<file path="config.mk">
export PLATFORM = sky130hd
export DESIGN_NAME = bloco_controle_flat
export DESIGN_NICKNAME = d
export VERILOG_FILES = /design/src/rtl/bloco_controle_if.sv /design/src/rtl/bloco_controle.sv /design/src/flat_wrapper.sv
export SDC_FILE = /design/constraint.sdc
export NUM_CORES = 1
export LEC_CHECK = 0
export CAP_MARGIN = 20
export CELL_PAD_IN_SITES_DETAIL_PLACEMENT = 1
export CELL_PAD_IN_SITES_GLOBAL_PLACEMENT = 2
export CORE_ASPECT_RATIO = 1.2
export CORE_UTILIZATION = 29
export DETAILED_ROUTE_END_ITERATION = 10
export GPL_ROUTABILITY_DRIVEN = 0
export GPL_TIMING_DRIVEN = 0
export PLACE_DENSITY_LB_ADDON = 0.1
export SLEW_MARGIN = 0
export SYNTH_ARGS = -nofsm -noshare
export SYNTH_HDL_FRONTEND = slang
export SYNTH_SLANG_ARGS = --single-unit
export TNS_END_PERCENT = 30
</file>
<file path="constraint.sdc">
create_clock -name clk -period 2.2 [get_ports clk]
set_clock_uncertainty 0.2 [all_clocks]
set_input_delay 0.33 -clock clk [delete_from_list [all_inputs] [get_ports clk]]
set_output_delay 0.33 -clock clk [all_outputs]
set_load 0.02 [all_outputs]
</file>
<file path="src/rtl/bloco_controle_if.sv">
// bloco_controle handshake/control bundle.
// Start request in, datapath control word and status out.
interface bloco_controle_if;
    logic       iniciar;
    logic [1:0] op;
    logic       LX;
    logic       LH;
    logic       LS;
    logic [1:0] M0;
    logic [1:0] M1;
    logic [1:0] M2;
    logic       H;
    logic       ocupado;
    logic       pronto;

    modport master (
        output iniciar, op,
        input  LX, LH, LS, M0, M1, M2, H, ocupado, pronto
    );

    modport slave (
        input  iniciar, op,
        output LX, LH, LS, M0, M1, M2, H, ocupado, pronto
    );
endinterface

</file>
<file path="src/rtl/bloco_controle.sv">
// bloco_controle: sequencer for the 16-bit datapath.
// Moore FSM with registered control word and status outputs.
module bloco_controle (
    input logic        clk,
    input logic        rst_n,
    bloco_controle_if.slave bus
);
    typedef enum logic [1:0] {
        OCIOSO  = 2'd0,
        EXECUTA = 2'd1,
        FIM     = 2'd2
    } estado_t;

    typedef struct packed {
        logic       lx;
        logic       lh;
        logic       ls;
        logic [1:0] m0;
        logic [1:0] m1;
        logic [1:0] m2;
        logic       h;
    } ctrl_t;

    estado_t    estado;
    estado_t    proxEstado;
    logic [2:0] passo;
    logic [2:0] proxPasso;
    logic [1:0] opR;
    logic [1:0] proxOp;
    ctrl_t      ctrl;
    logic       ocupadoR;
    logic       prontoR;

    function automatic ctrl_t palavra(
        input logic [1:0] m0,
        input logic [1:0] m2,
        input logic [1:0] m1,
        input logic       h,
        input logic       lx,
        input logic       lh,
        input logic       ls
    );
        ctrl_t c;
        c.lx = lx;
        c.lh = lh;
        c.ls = ls;
        c.m0 = m0;
        c.m1 = m1;
        c.m2 = m2;
        c.h  = h;
        return c;
    endfunction

    function automatic logic [2:0] ultimo(input logic [1:0] o);
        logic [2:0] u;
        case (o)
            2'b10:   u = 3'd3;
            2'b11:   u = 3'd2;
            default: u = 3'd4;
        endcase
        return u;
    endfunction

    // Step 0 is the shared INIT (X=K, S=0, Hreg=0); the rest is per program.
    function automatic ctrl_t decodifica(
        input logic [1:0] o,
        input logic [2:0] p
    );
        ctrl_t c;
        c = '0;
        if (p == 3'd0) begin
            c = palavra(2'b00, 2'b01, 2'b00, 1'b0, 1'b1, 1'b1, 1'b1);
        end else begin
            case (o)
                2'b00: begin
                    case (p)
                        3'd1: c = palavra(2'b01, 2'b01, 2'b11, 1'b0, 1'b0, 1'b1, 1'b0);
                        3'd2: c = palavra(2'b10, 2'b01, 2'b11, 1'b0, 1'b0, 1'b1, 1'b0);
                        3'd3: c = palavra(2'b00, 2'b00, 2'b11, 1'b1, 1'b0, 1'b1, 1'b0);
                        3'd4: c = palavra(2'b11, 2'b01, 2'b11, 1'b0, 1'b0, 1'b0, 1'b1);
                        default: c = '0;
                    endcase
                end
                2'b01: begin
                    case (p)
                        3'd1: c = palavra(2'b01, 2'b01, 2'b11, 1'b0, 1'b0, 1'b1, 1'b0);
                        3'd2: c = palavra(2'b10, 2'b01, 2'b11, 1'b1, 1'b0, 1'b1, 1'b0);
                        3'd3: c = palavra(2'b11, 2'b00, 2'b00, 1'b1, 1'b0, 1'b0, 1'b1);
                        3'd4: c = palavra(2'b00, 2'b10, 2'b11, 1'b0, 1'b0, 1'b0, 1'b1);
                        default: c = '0;
                    endcase
                end
                2'b10: begin
                    case (p)
                        3'd1: c = palavra(2'b01, 2'b01, 2'b10, 1'b0, 1'b0, 1'b0, 1'b1);
                        3'd2: c = palavra(2'b10, 2'b01, 2'b10, 1'b0, 1'b0, 1'b0, 1'b1);
                        3'd3: c = palavra(2'b11, 2'b01, 2'b10, 1'b0, 1'b0, 1'b0, 1'b1);
                        default: c = '0;
                    endcase
                end
                default: begin
                    case (p)
                        3'd1: c = palavra(2'b00, 2'b00, 2'b01, 1'b1, 1'b0, 1'b0, 1'b1);
                        3'd2: c = palavra(2'b01, 2'b01, 2'b10, 1'b1, 1'b0, 1'b0, 1'b1);
                        default: c = '0;
                    endcase
                end
            endcase
        end
        return c;
    endfunction

    // Next state: start only from idle, run to the program's last step, then one FIM cycle.
    always_comb begin
        proxEstado = estado;
        proxPasso  = passo;
        proxOp     = opR;
        case (estado)
            OCIOSO: begin
                if (bus.iniciar) begin
                    proxEstado = EXECUTA;
                    proxPasso  = 3'd0;
                    proxOp     = bus.op;
                end
            end
            EXECUTA: begin
                if (passo == ultimo(opR)) begin
                    proxEstado = FIM;
                end else begin
                    proxPasso = passo + 3'd1;
                end
            end
            FIM: begin
                proxEstado = OCIOSO;
            end
            default: begin
                proxEstado = OCIOSO;
            end
        endcase
    end

    // State plus registered Moore outputs decoded from the upcoming state.
    always_ff @(posedge clk or negedge rst_n) begin
        if (!rst_n) begin
            estado   <= OCIOSO;
            passo    <= 3'd0;
            opR      <= 2'b00;
            ctrl     <= '0;
            ocupadoR <= 1'b0;
            prontoR  <= 1'b0;
        end else begin
            estado   <= proxEstado;
            passo    <= proxPasso;
            opR      <= proxOp;
            ctrl     <= (proxEstado == EXECUTA) ? decodifica(proxOp, proxPasso) : '0;
            ocupadoR <= (proxEstado == EXECUTA);
            prontoR  <= (proxEstado == FIM);
        end
    end

    assign bus.LX      = ctrl.lx;
    assign bus.LH      = ctrl.lh;
    assign bus.LS      = ctrl.ls;
    assign bus.M0      = ctrl.m0;
    assign bus.M1      = ctrl.m1;
    assign bus.M2      = ctrl.m2;
    assign bus.H       = ctrl.h;
    assign bus.ocupado = ocupadoR;
    assign bus.pronto  = prontoR;
endmodule

</file>
<file path="src/flat_wrapper.sv">
// flat-port wrapper written by rule: the top's interface ports become plain ports
module bloco_controle_flat 
  (clk, rst_n, bus_iniciar, bus_op, bus_LX, bus_LH, bus_LS, bus_M0, bus_M1, bus_M2, bus_H, bus_ocupado, bus_pronto);
  bloco_controle_if bus_i ();
  input logic clk;
  input logic rst_n;
  input wire logic [$bits(bus_i.iniciar)-1:0] bus_iniciar;
  input wire logic [$bits(bus_i.op)-1:0] bus_op;
  output wire logic [$bits(bus_i.LX)-1:0] bus_LX;
  output wire logic [$bits(bus_i.LH)-1:0] bus_LH;
  output wire logic [$bits(bus_i.LS)-1:0] bus_LS;
  output wire logic [$bits(bus_i.M0)-1:0] bus_M0;
  output wire logic [$bits(bus_i.M1)-1:0] bus_M1;
  output wire logic [$bits(bus_i.M2)-1:0] bus_M2;
  output wire logic [$bits(bus_i.H)-1:0] bus_H;
  output wire logic [$bits(bus_i.ocupado)-1:0] bus_ocupado;
  output wire logic [$bits(bus_i.pronto)-1:0] bus_pronto;
  assign bus_i.iniciar = bus_iniciar;
  assign bus_i.op = bus_op;
  assign bus_LX = bus_i.LX;
  assign bus_LH = bus_i.LH;
  assign bus_LS = bus_i.LS;
  assign bus_M0 = bus_i.M0;
  assign bus_M1 = bus_i.M1;
  assign bus_M2 = bus_i.M2;
  assign bus_H = bus_i.H;
  assign bus_ocupado = bus_i.ocupado;
  assign bus_pronto = bus_i.pronto;
  bloco_controle u_core (.clk(clk), .rst_n(rst_n), .bus(bus_i));
endmodule
</file>
==> impl_metrics.csv, run 1 <==
group,metric,value,unit
yosys,synth_edf_count,0,
floorplanning,dieHeight,68.8,um
job,maxCapViolCount,0,
final_layout,nets,154,
yosys,syn-num-nets,121,
sta,rsz0062_at_grt,"true",
route,wl_per_cell,17.0,um
yosys,synth-main-ff-cell,"dfrtp_1",
status,status,"finished, violations left",
sta,timing.final.ws_setup,-56.7,ps
sta,final_max_slew_viol_count,0,
clock_tree,cts_buffers,3,
final_layout,drive_gt1_share,34.0,%
sta,clock.fmax,443,MHz
yosys,synth_cells,115,
yosys,ys_async_sr_fraction,100,%
worst_setup_path,cp_num_buf_inv,2,
clock_tree,cts_tree,"done",
worst_setup_path,slowest_stage,"or4_4",
floorplanning,start_util,31.3,%
placed_design,dpl.hpwl,2150,um
yosys,synth.area.top_cells,"dfrtp_1 44%, nor2_1 4.2%, buf_6 3.1%",
worst_setup_path,crit_path_cell_trace,"buf_4, nand4b_1, nor3_1, or4_4, clkinv_4, a21oi_4, a32oi_1, a21oi_1",
sta,holdWs,387,ps
sta,slew-limit-headroom,38.7,%
clock_tree,cts.path.max_buffers,2,
worst_setup_path,critPathMaxStageDelay,600,ps
worst_setup_path,critPathRequiredTime,2140,ps
route,dr_total_vias,1010,
yosys,yosys.area.top_type_share,44.0,%
final_layout,num_antenna_cells,0,
floorplanning,die_w,57.7,um
worst_setup_path,setup.worst_path.end_class,"flop",
global_route,antenna_found_initial,0,
sta,finalSetupViolations,4,
placed_design,io_buffer_count,16,
route,wirelength,3120,um
worst_setup_path,path_class,"reg -> reg",
global_route,grt.overflow.total,0,
yosys,ys_top_cells_by_count,"19 x dfrtp_1, 12 x nor2_1, 7 x inv_1, 7 x nand2_1",
sta,worstMarginPinSlew,917,ps
floorplanning,core,0.00345,mm2
global_route,track_usage,17.3,%
yosys,ys_ff_latch,19,
route,dr.pass1.iters,7,
route,ant_nets,0,
yosys,avgSynthCellArea,9.39,um2
clock_tree,clk_latency,250,ps
power_and_ir_drop,ir_drop,0.609,mV
power_and_ir_drop,p_per_area,1870,mW/mm2
sta,min_period_over_period,103,%
yosys,netlist_area,0.00108,mm2
power_and_ir_drop,power,0.00295,W
global_route,first_global_vias,1048,
clock_tree,hold_buffers,0,
clock_tree,root_buffer,"clkbuf_8",
yosys,ys_warn_count,0,
route,drt_iter0_drc,26,
worst_setup_path,start_kind,"flop",
clock_tree,clk_pin_slew_worst_paths,70,ps
yosys,synth_top_area_cell,"dfrtp_1",
yosys,synth.most_common_cell,"dfrtp_1",
yosys,yosysSeqAreaShare,44.0,%
worst_setup_path,critPathMaxFanout,6,
clock_tree,htree_levels,1,
route,route.detailed.drc,1,
status,failed_checks,"design-rule violations, negative setup slack",
worst_setup_path,worstPathArrival,2200,ps
yosys,synth_cell_types,42,
global_route,grt_max_degree,20,
hold_path,hold_class,"in -> async",
worst_setup_path,critPathTopFamily,"simple AND/OR/NAND/NOR gates",
final_layout,fillers,394,
clock_tree,clock-sinks,19,
floorplanning,boundaryPins,17,
floorplanning,die_area,0.00397,mm2
final_layout,area_delta_synth_final,46.1,%
sta,period_minus_slack,2260,ps
sta,finalHoldViolCount,0,
route,viasPerCell,5.49,
power_and_ir_drop,leakage,0.642,nW
global_route,grt_first_pass_wirelength,5110,um
floorplanning,rows,23,
## cells in the final DEF (no fill, tap or decap), types with 3 or more instances in the layout
| cell type | netlist | final |
|---|---|---|
| dfrtp_1 | 19 | 17 |
| clkdlybuf4s50_1 | 0 | 16 |
| buf_4 | 1 | 12 |
| nor2_1 | 12 | 10 |
| inv_1 | 7 | 6 |
| o21ai_0 | 6 | 6 |
| nand2_1 | 7 | 6 |
| a21oi_1 | 6 | 5 |
| buf_6 | 3 | 4 |
| nand4_1 | 3 | 3 |
| nand3b_1 | 3 | 3 |
| a31oi_1 | 3 | 3 |
| nand3_1 | 4 | 3 |
| clkbuf_8 | 0 | 3 |
## cells by family after synthesis
family | after synthesis | share of synthesized area, %
AND/OR/NAND/NOR | 48 | 26.2
XOR/XNOR | 1 | 0.811
flip-flops | 19 | 44.0
buffers and inverters | 15 | 8.23
multiplexers | 2 | 1.85
adder cells (fa/ha/maj) | 1 | 1.16
AO/OA/AOI/OAI | 29 | 17.7
## power breakdown
part	internal [W]	switching (W)	leakage, nW
logic	0.000919	0.00120	0.377
registers	0.000503	0.0000805	0.239
clock network	0.000126	0.000115	0.0255
## per-layer routing
| metal | routed length [um] | track usage [%] | share of wire [%] |
|---|---|---|---|
| met2 | 1590 | 30.2 | 51 |
| met3 | 74 | 3.54 | 2.4 |
| met5 | 0 | 0 | 0 |
| met1 | 1410 | 20.9 | 45 |
| met4 | 46 | 7.44 | 1.5 |
## registers in the layout, summed over array words and instances, names as in the netlist
register and flops:
u_core.bus.H 1, u_core.bus.LH 1, u_core.bus.LS 1, u_core.bus.LX 1
u_core.bus.M0 2, u_core.bus.M1 2, u_core.bus.M2 2, u_core.bus.ocupado 1
u_core.bus.pronto 1, u_core.estado 2, u_core.opR 2, u_core.passo 3
## worst register-to-register path: cells and delay by family, from the launching register on
kind / cells / cell delay, ps
simple gates: 3 / 920
buf+inv: 2 / 260
compound gates: 3 / 350
flops: 1 / 410
## worst paths after layout
| kind | startpoint | endpoint | slack [ps] | cells after the start |
|---|---|---|---|---|
| max reg2reg | u_core.opR[1]$_DFF_PN0_ | u_core.bus.M1[0]$_DFF_PN0_ | -60 | 8 |
| max in group asynchronous | rst_n | u_core.passo[1]$_DFF_PN0_ | 800 | 1 |
| min in group clk | u_core.estado[1]$_DFF_PN0_ | u_core.bus.pronto$_DFF_PN0_ | 470 | 2 |
| min | rst_n | u_core.opR[0]$_DFF_PN0_ | 390 | 1 |
| min reg2reg | u_core.estado[1]$_DFF_PN0_ | u_core.bus.pronto$_DFF_PN0_ | 470 | 2 |
| max | u_core.opR[1]$_DFF_PN0_ | u_core.bus.M1[0]$_DFF_PN0_ | -60 | 8 |
## what timing repair did
| action | 4_1_cts | 5_1_grt |
|---|---|---|
| gates resized for setup | 25 | 9 |
| setup endpoints to repair | 10 | 10 |
| pin swaps | 9 | 7 |
| buffers inserted | 9 | 4 |
| cloned | 0 | 0 |
## final cells by class
| type | count | area, um2 | area share (%) |
|---|---|---|---|
| Buffer | 4 | 38.8 | 2.46 |
| Sequential cell | 19 | 478 | 30.3 |
| Multi-Input combinational cell | 81 | 652 | 41.3 |
| Timing Repair Buffer | 29 | 262 | 16.6 |
| Clock inverter | 1 | 5.00 | 0.317 |
| Inverter | 10 | 55.1 | 3.49 |
| Tap cell | 37 | 46.3 | 2.93 |
| Clock buffer | 3 | 41.3 | 2.62 |
## through the flow
stage / setup WS (ps) / setup TNS, ps / instance area, um2 / cells / utilization [%]
after floorplan: -20.5 / -20.5 / 1090 / 115 / -
after global placement: -627 / -5300 / 1290 / 168 / 37.5
after detailed placement: -649 / -5410 / 1290 / 168 / 37.5
after CTS: -73.3 / -204 / 1530 / 181 / 44.3
after global routing: -154 / -634 / 1580 / 184 / 45.7
final: -56.7 / -64.1 / 1580 / 184 / 45.7
(Power assumes the default switching activity.)
==> run 2, diff against run 1 <==
- RECOVER_POWER: not set -> 100
==> run 2 against run 1 <==
  * The flow still finishes with violations (design-rule violations, negative setup slack)
  * Critical path type unchanged
  * Critical path depth stayed put
  * Sequential share of layout area is the same
  * Wire length is 0.22% lower
  * Combinational power hardly changed
  * Count of clock-buffer cells in the layout is the same
  * Clock power is essentially flat
  * Maximum frequency about the same
  * Sequential power fell by 0.7%
  * Critical endpoint unchanged
  * Via count unchanged
==> impl_metrics.csv, run 2 (synthesized netlist as in run 1, its figures left out) <==
group,metric,value,unit
worst_setup_path,critPathMaxFanout,6,
worst_setup_path,path_class,"reg -> reg",
global_route,antenna_found_initial,0,
clock_tree,clk_latency,250,ps
clock_tree,root_buffer,"clkbuf_8",
sta,finalSetupViolations,4,
power_and_ir_drop,netSwitchingFraction,47.8,%
hold_path,hold_class,"in -> async",
final_layout,top_register,"u_core.passo",
clock_tree,cts_buffers,3,
power_and_ir_drop,ir_drop,0.595,mV
power_and_ir_drop,p_clk_share,8.3,%
clock_tree,clk_pin_slew_worst_paths,70,ps
floorplanning,start_util,31.3,%
clock_tree,clock-sinks,19,
final_layout,largest_reg_flops,3,
power_and_ir_drop,seq_power_share,19.9,%
floorplanning,core,0.00345,mm2
worst_setup_path,critPathTopFamily,"simple AND/OR/NAND/NOR gates",
worst_setup_path,cp_num_buf_inv,2,
worst_setup_path,crit_path_cell_trace,"buf_4, nand4b_1, nor3_1, or4_4, clkinv_4, a21oi_4, a32oi_1, a21oi_1",
floorplanning,die_w,57.7,um
worst_setup_path,critPathRequiredTime,2140,ps
worst_setup_path,r2r_slack,-60,ps
clock_tree,cts_tree,"done",
sta,min_period_over_period,103,%
sta,period_minus_slack,2260,ps
floorplanning,rows,23,
placed_design,dpl.hpwl,2150,um
sta,slew-limit-headroom,38.0,%
clock_tree,htree_levels,1,
sta,worstMarginPinSlew,926,ps
route,wl_per_cell,16.9,um
route,route.detailed.drc,1,
placed_design,dp.cells,168,
route,dr_total_vias,1010,
route,ant_nets,0,
global_route,grt.overflow.total,0,
worst_setup_path,setup.worst_path.end_class,"flop",
power_and_ir_drop,p_sw,0.00139,W
final_layout,layout_common_cells,"17 x dfrtp_1, 13 x dlygate4sd3_1, 12 x buf_4",
global_route,grt_first_pass_wirelength,5110,um
route,top_layer,"met4",
power_and_ir_drop,p_int,0.00152,W
sta,clock.fmax,443,MHz
clock_tree,hold_buffers,0,
route,route.met3.wl,80,um
worst_setup_path,critPathMaxStageDelay,600,ps
sta,holdWs,456,ps
floorplanning,die_area,0.00397,mm2
global_route,grt_max_degree,20,
worst_setup_path,start_kind,"flop",
route,wirelength,3110,um
final_layout,drive_gt1_share,34.0,%
sta,finalHoldViolCount,0,
final_layout,num_antenna_cells,0,
job,maxCapViolCount,0,
final_layout,nets,154,
final_layout,area_delta_synth_final,46.1,%
route,drt_iter0_drc,26,
sta,final_max_slew_viol_count,0,
floorplanning,boundaryPins,17,
status,status,"finished, violations left",
status,failed_checks,"design-rule violations, negative setup slack",
worst_setup_path,worstPathArrival,2200,ps
power_and_ir_drop,p_per_area,1850,mW/mm2
route,wl_met2,1590,um
worst_setup_path,slowest_stage,"or4_4",
sta,timing.final.ws_setup,-56.7,ps
route,wl_met1,1400,um
clock_tree,cts.path.max_buffers,2,
global_route,track_usage,17.3,%
power_and_ir_drop,leakage,0.667,nW
final_layout,fillers,394,
global_route,first_global_vias,1048,
placed_design,io_buffer_count,16,
route,viasPerCell,5.49,
route,dr.pass1.iters,7,
power_and_ir_drop,comb_power_share,71.9,%
floorplanning,dieHeight,68.8,um
final_layout,mostFrequentLayoutCell,"dfrtp_1",
sta,rsz0062_at_grt,"true",
final_layout,fin_cells,184,
## run 2: layout make-up
class / count / area (um2) / share of cell area (%)
Multi-Input combinational cell: 81 / 652 / 41.3
Sequential cell: 19 / 478 / 30.3
Timing Repair Buffer: 29 / 262 / 16.6
Inverter: 10 / 55.1 / 3.49
Tap cell: 37 / 46.3 / 2.93
Clock buffer: 3 / 41.3 / 2.62
Buffer: 4 / 38.8 / 2.46
Clock inverter: 1 / 5.00 / 0.317
## run 2: worst paths after layout
path                            cells after the start                        from                          end
min in group clk                                    2  u_core.estado[1]$_DFF_PN0_  u_core.bus.pronto$_DFF_PN0_
max in group asynchronous                           1                       rst_n    u_core.passo[1]$_DFF_PN0_
worst min-delay path                                1                       rst_n      u_core.opR[0]$_DFF_PN0_
worst max-delay path                                8     u_core.opR[1]$_DFF_PN0_   u_core.bus.M1[0]$_DFF_PN0_
worst min register to register                      2  u_core.estado[1]$_DFF_PN0_  u_core.bus.pronto$_DFF_PN0_
worst max register to register                      8     u_core.opR[1]$_DFF_PN0_   u_core.bus.M1[0]$_DFF_PN0_
## run 2: stage by stage
stage	power, W	setup WS (ps)	cell area, um2	TNS (ps)	util, %
after floorplan	0.00171	-20.5	1090	-20.5	-
after global placement	0.00219	-627	1290	-5300	37.5
after detailed placement	0.00220	-649	1290	-5410	37.5
after CTS	0.00282	-73.3	1530	-204	44.3
after global routing	0.00315	-154	1580	-634	45.7
final	0.00291	-56.7	1580	-63.4	45.7
## run 2: timing repair
item / 4_1_cts / 5_1_grt
pin swaps: 9 / 7
setup endpoints to repair: 10 / 10
setup buffers: 9 / 4
resized for setup: 25 / 9
## run 2: routing by layer
layer	vias to the layer above	global-route usage [%]
met1	505	20.9
met4	0	7.44
li1	479	-
met2	20	30.2
met5	-	0
met3	6	3.54
## run 2: power groups by stage
stage               Sequential [W]  Combinational (W)  Clock [W]
finish                    0.000579            0.00209   0.000241
global route              0.000596            0.00229   0.000263
CTS                       0.000583            0.00198   0.000252
detailed placement        0.000593            0.00161          0
global placement          0.000590            0.00160          0
floorplan                 0.000675            0.00103          0
==> run 3, diff against run 2 <==
- ABC_AREA: not set -> 1
- CORE_UTILIZATION: 29 -> 28
==> run 3 against run 2 <==
  * The run now ends clean
  * Synthesized cell count increased by 10%
  * Die area up 6.4%
  * Non-clock buffer count decreased by 17
  * Global-route usage is 2.9 points lower
  * Hold slack got worse by 130 ps
==> impl_metrics.csv, run 3 <==
group,metric,value,unit
status,status,"finished, final reports clean",
floorplanning,die_w,59.5,um
worst_setup_path,worstPathArrival,1950,ps
yosys,ys_top_cells_by_count,"25 x nand2_1, 19 x dfrtp_1, 10 x inv_1",
hold_path,hp-start,"u_core.estado[1]$_DFF_PN0_",
clock_tree,htree_levels,1,
final_layout,largest_reg_flops,3,
sta,slew-limit-headroom,41.4,%
sta,rsz0062_at_grt,"false",
yosys,ys_async_sr_fraction,100,%
sta,final_max_slew_viol_count,0,
final_layout,num_antenna_cells,0,
floorplanning,dieHeight,71.0,um
job,maxCapViolCount,0,
sta,finalHoldViolCount,0,
global_route,antenna_found_initial,0,
placed_design,io_buffer_count,16,
sta,finalSetupViolations,0,
sta,worstMarginPinSlew,876,ps
yosys,netlist_area,0.00111,mm2
worst_setup_path,critPathRequiredTime,2140,ps
yosys,yosys.area.top_type_share,42.8,%
worst_setup_path,path_class,"reg -> reg",
yosys,ys_warn_count,0,
yosys,syn-num-nets,133,
clock_tree,clk_latency,250,ps
yosys,synth.area.top_cells,"dfrtp_1 43%, nand2_1 8.4%, nand2_4 7.1%",
global_route,grt.overflow.total,0,
worst_setup_path,r2r-start,"u_core.passo[0]$_DFF_PN0_",
final_layout,area_delta_synth_final,23.9,%
sta,min_period_over_period,91.3,%
worst_setup_path,cpMostUsedCell,"nand2_1",
route,wl_per_cell,13.0,um
worst_setup_path,critPathMaxStageDelay,440,ps
worst_setup_path,r2r_end,"u_core.bus.M2[0]$_DFF_PN0_",
route,viasPerCell,4.57,
route,ant_nets,0,
worst_setup_path,critPathTopFamily,"simple AND/OR/NAND/NOR gates",
yosys,synth_cell_types,23,
yosys,synth.most_common_cell,"nand2_1",
global_route,grt_first_pass_wirelength,4650,um
clock_tree,cts_buffers,3,
hold_path,hold_depth,1,
global_route,first_global_vias,978,
clock_tree,clk_pin_slew_worst_paths,70,ps
floorplanning,die_area,0.00423,mm2
placed_design,dpl.hpwl,2150,um
sta,clock.fmax,498,MHz
hold_path,min_to,"u_core.bus.pronto$_DFF_PN0_",
yosys,synth-main-ff-cell,"dfrtp_1",
route,dr_total_vias,909,
floorplanning,rows,24,
yosys,ys_ff_latch,19,
floorplanning,start_util,29.8,%
worst_setup_path,slowest_stage,"dfrtp_2",
yosys,synth_top_area_cell,"dfrtp_1",
worst_setup_path,critPathMaxFanout,7,
sta,period_minus_slack,2010,ps
floorplanning,core,0.00372,mm2
global_route,track_usage,14.4,%
clock_tree,cts.path.max_buffers,2,
worst_setup_path,setup.worst_path.end_class,"flop",
route,wirelength,2580,um
final_layout,nets,154,
worst_setup_path,start_kind,"flop",
final_layout,mostFrequentLayoutCell,"nand2_1",
sta,tns,0,ps
worst_setup_path,r2r_slack,190,ps
clock_tree,root_buffer,"clkbuf_8",
yosys,synth_edf_count,0,
final_layout,layout_common_cells,"25 x nand2_1, 18 x dfrtp_1, 13 x dlygate4sd3_1",
yosys,yosysSeqAreaShare,42.8,%
final_layout,drive_gt1_share,29.3,%
global_route,grt_max_degree,20,
sta,holdWs,329,ps
hold_path,hold_class,"reg -> reg",
floorplanning,boundaryPins,17,
route,route.detailed.drc,0,
worst_setup_path,crit_path_cell_trace,"inv_1, nand2_1, nand2_2, nand3_4, nand2_4, nand3_2, nand2_4, inv_2, nand3_2, nand2_1, nand2_1, nand3_1, nand2_1, nand2_1",
clock_tree,cts_tree,"done",
route,dr.pass1.iters,4,
clock_tree,clock-sinks,19,
final_layout,fillers,474,
worst_setup_path,r2r_cells,14,
worst_setup_path,cp_num_buf_inv,2,
final_layout,top_register,"u_core.passo",
route,drt_iter0_drc,25,
yosys,synth_cells,127,
yosys,avgSynthCellArea,8.75,um2
run 3: worst register-to-register path: stages (launching register included):
cell and delay, ps:
dfrtp_2 440, inv_1 120, nand2_1 80, nand2_2 70
nand3_4 120, nand2_4 120, nand3_2 90, nand2_4 130
inv_2 60, nand3_2 90, nand2_1 60, nand2_1 100
nand3_1 120, nand2_1 80, nand2_1 50
run 3: area by class of cell:
class	count	area (um2)	share of cell area, %
clock buffer	3	41.3	3.00
tap	52	65.1	4.73
inverter	18	67.6	4.91
sequential	19	477	34.6
multi-input combinational	90	561	40.7
clock inverter	1	5.00	0.364
timing repair buffer	16	160	11.6
run 3: logic make-up after synthesis:
family                     synth area share, %
DFF                                       42.8
buffers and inverters                     6.08
adders and majority gates                 1.13
and+or+nand+nor                           43.1
AOI/OAI and AO/OA                         6.87
run 3: how the worst max path moves through the flow:
stage | start | end | depth (start not counted)
CTS | u_core.passo[0]$_DFF_PN0_ | u_core.bus.M2[0]$_DFF_PN0_ | 14
floorplan | u_core.passo[0]$_DFF_PN0_ | u_core.bus.M1[1]$_DFF_PN0_ | 14
global placement | bus_iniciar | u_core.bus.M0[1]$_DFF_PN0_ | 10
finish | u_core.passo[0]$_DFF_PN0_ | u_core.bus.M2[0]$_DFF_PN0_ | 14
detailed placement | bus_iniciar | u_core.bus.M0[1]$_DFF_PN0_ | 10
global route | u_core.passo[0]$_DFF_PN0_ | u_core.bus.H$_DFF_PN0_ | 11
run 3: timing repair:
| item | CTS | global route |
|---|---|---|
| setup buffers | 0 | 0 |
| endpoints found under the setup margin | 0 | 2 |
| endpoints found under the hold margin | 0 | 0 |
| gates resized for setup | 0 | 1 |
| hold buffers | 0 | 0 |
run 3: per-stage QoR:
stage	cells	area (um2)	worst slack [ps]	util (%)
after global routing	199	1380	3.42	37.0
final	199	1380	191	37.0
after detailed placement	195	1340	-49.3	35.9
after global placement	195	1340	-89.2	35.9
after CTS	199	1380	159	37.1
after floorplan	127	1110	437	-
run 3: per-layer routing:
metal | track usage [%] | routed length, um | vias to the layer above
met3 | 1.65 | 36 | 2
met2 | 25.2 | 1370 | 7
li1 | - | - | 446
met1 | 18.8 | 1160 | 454
met4 | 3.10 | 12 | 0
met5 | 0 | 0 | -
Power of run 3 is not shown: default switching activity piles up to over one toggle a cycle in this logic, so the estimate is an artifact.
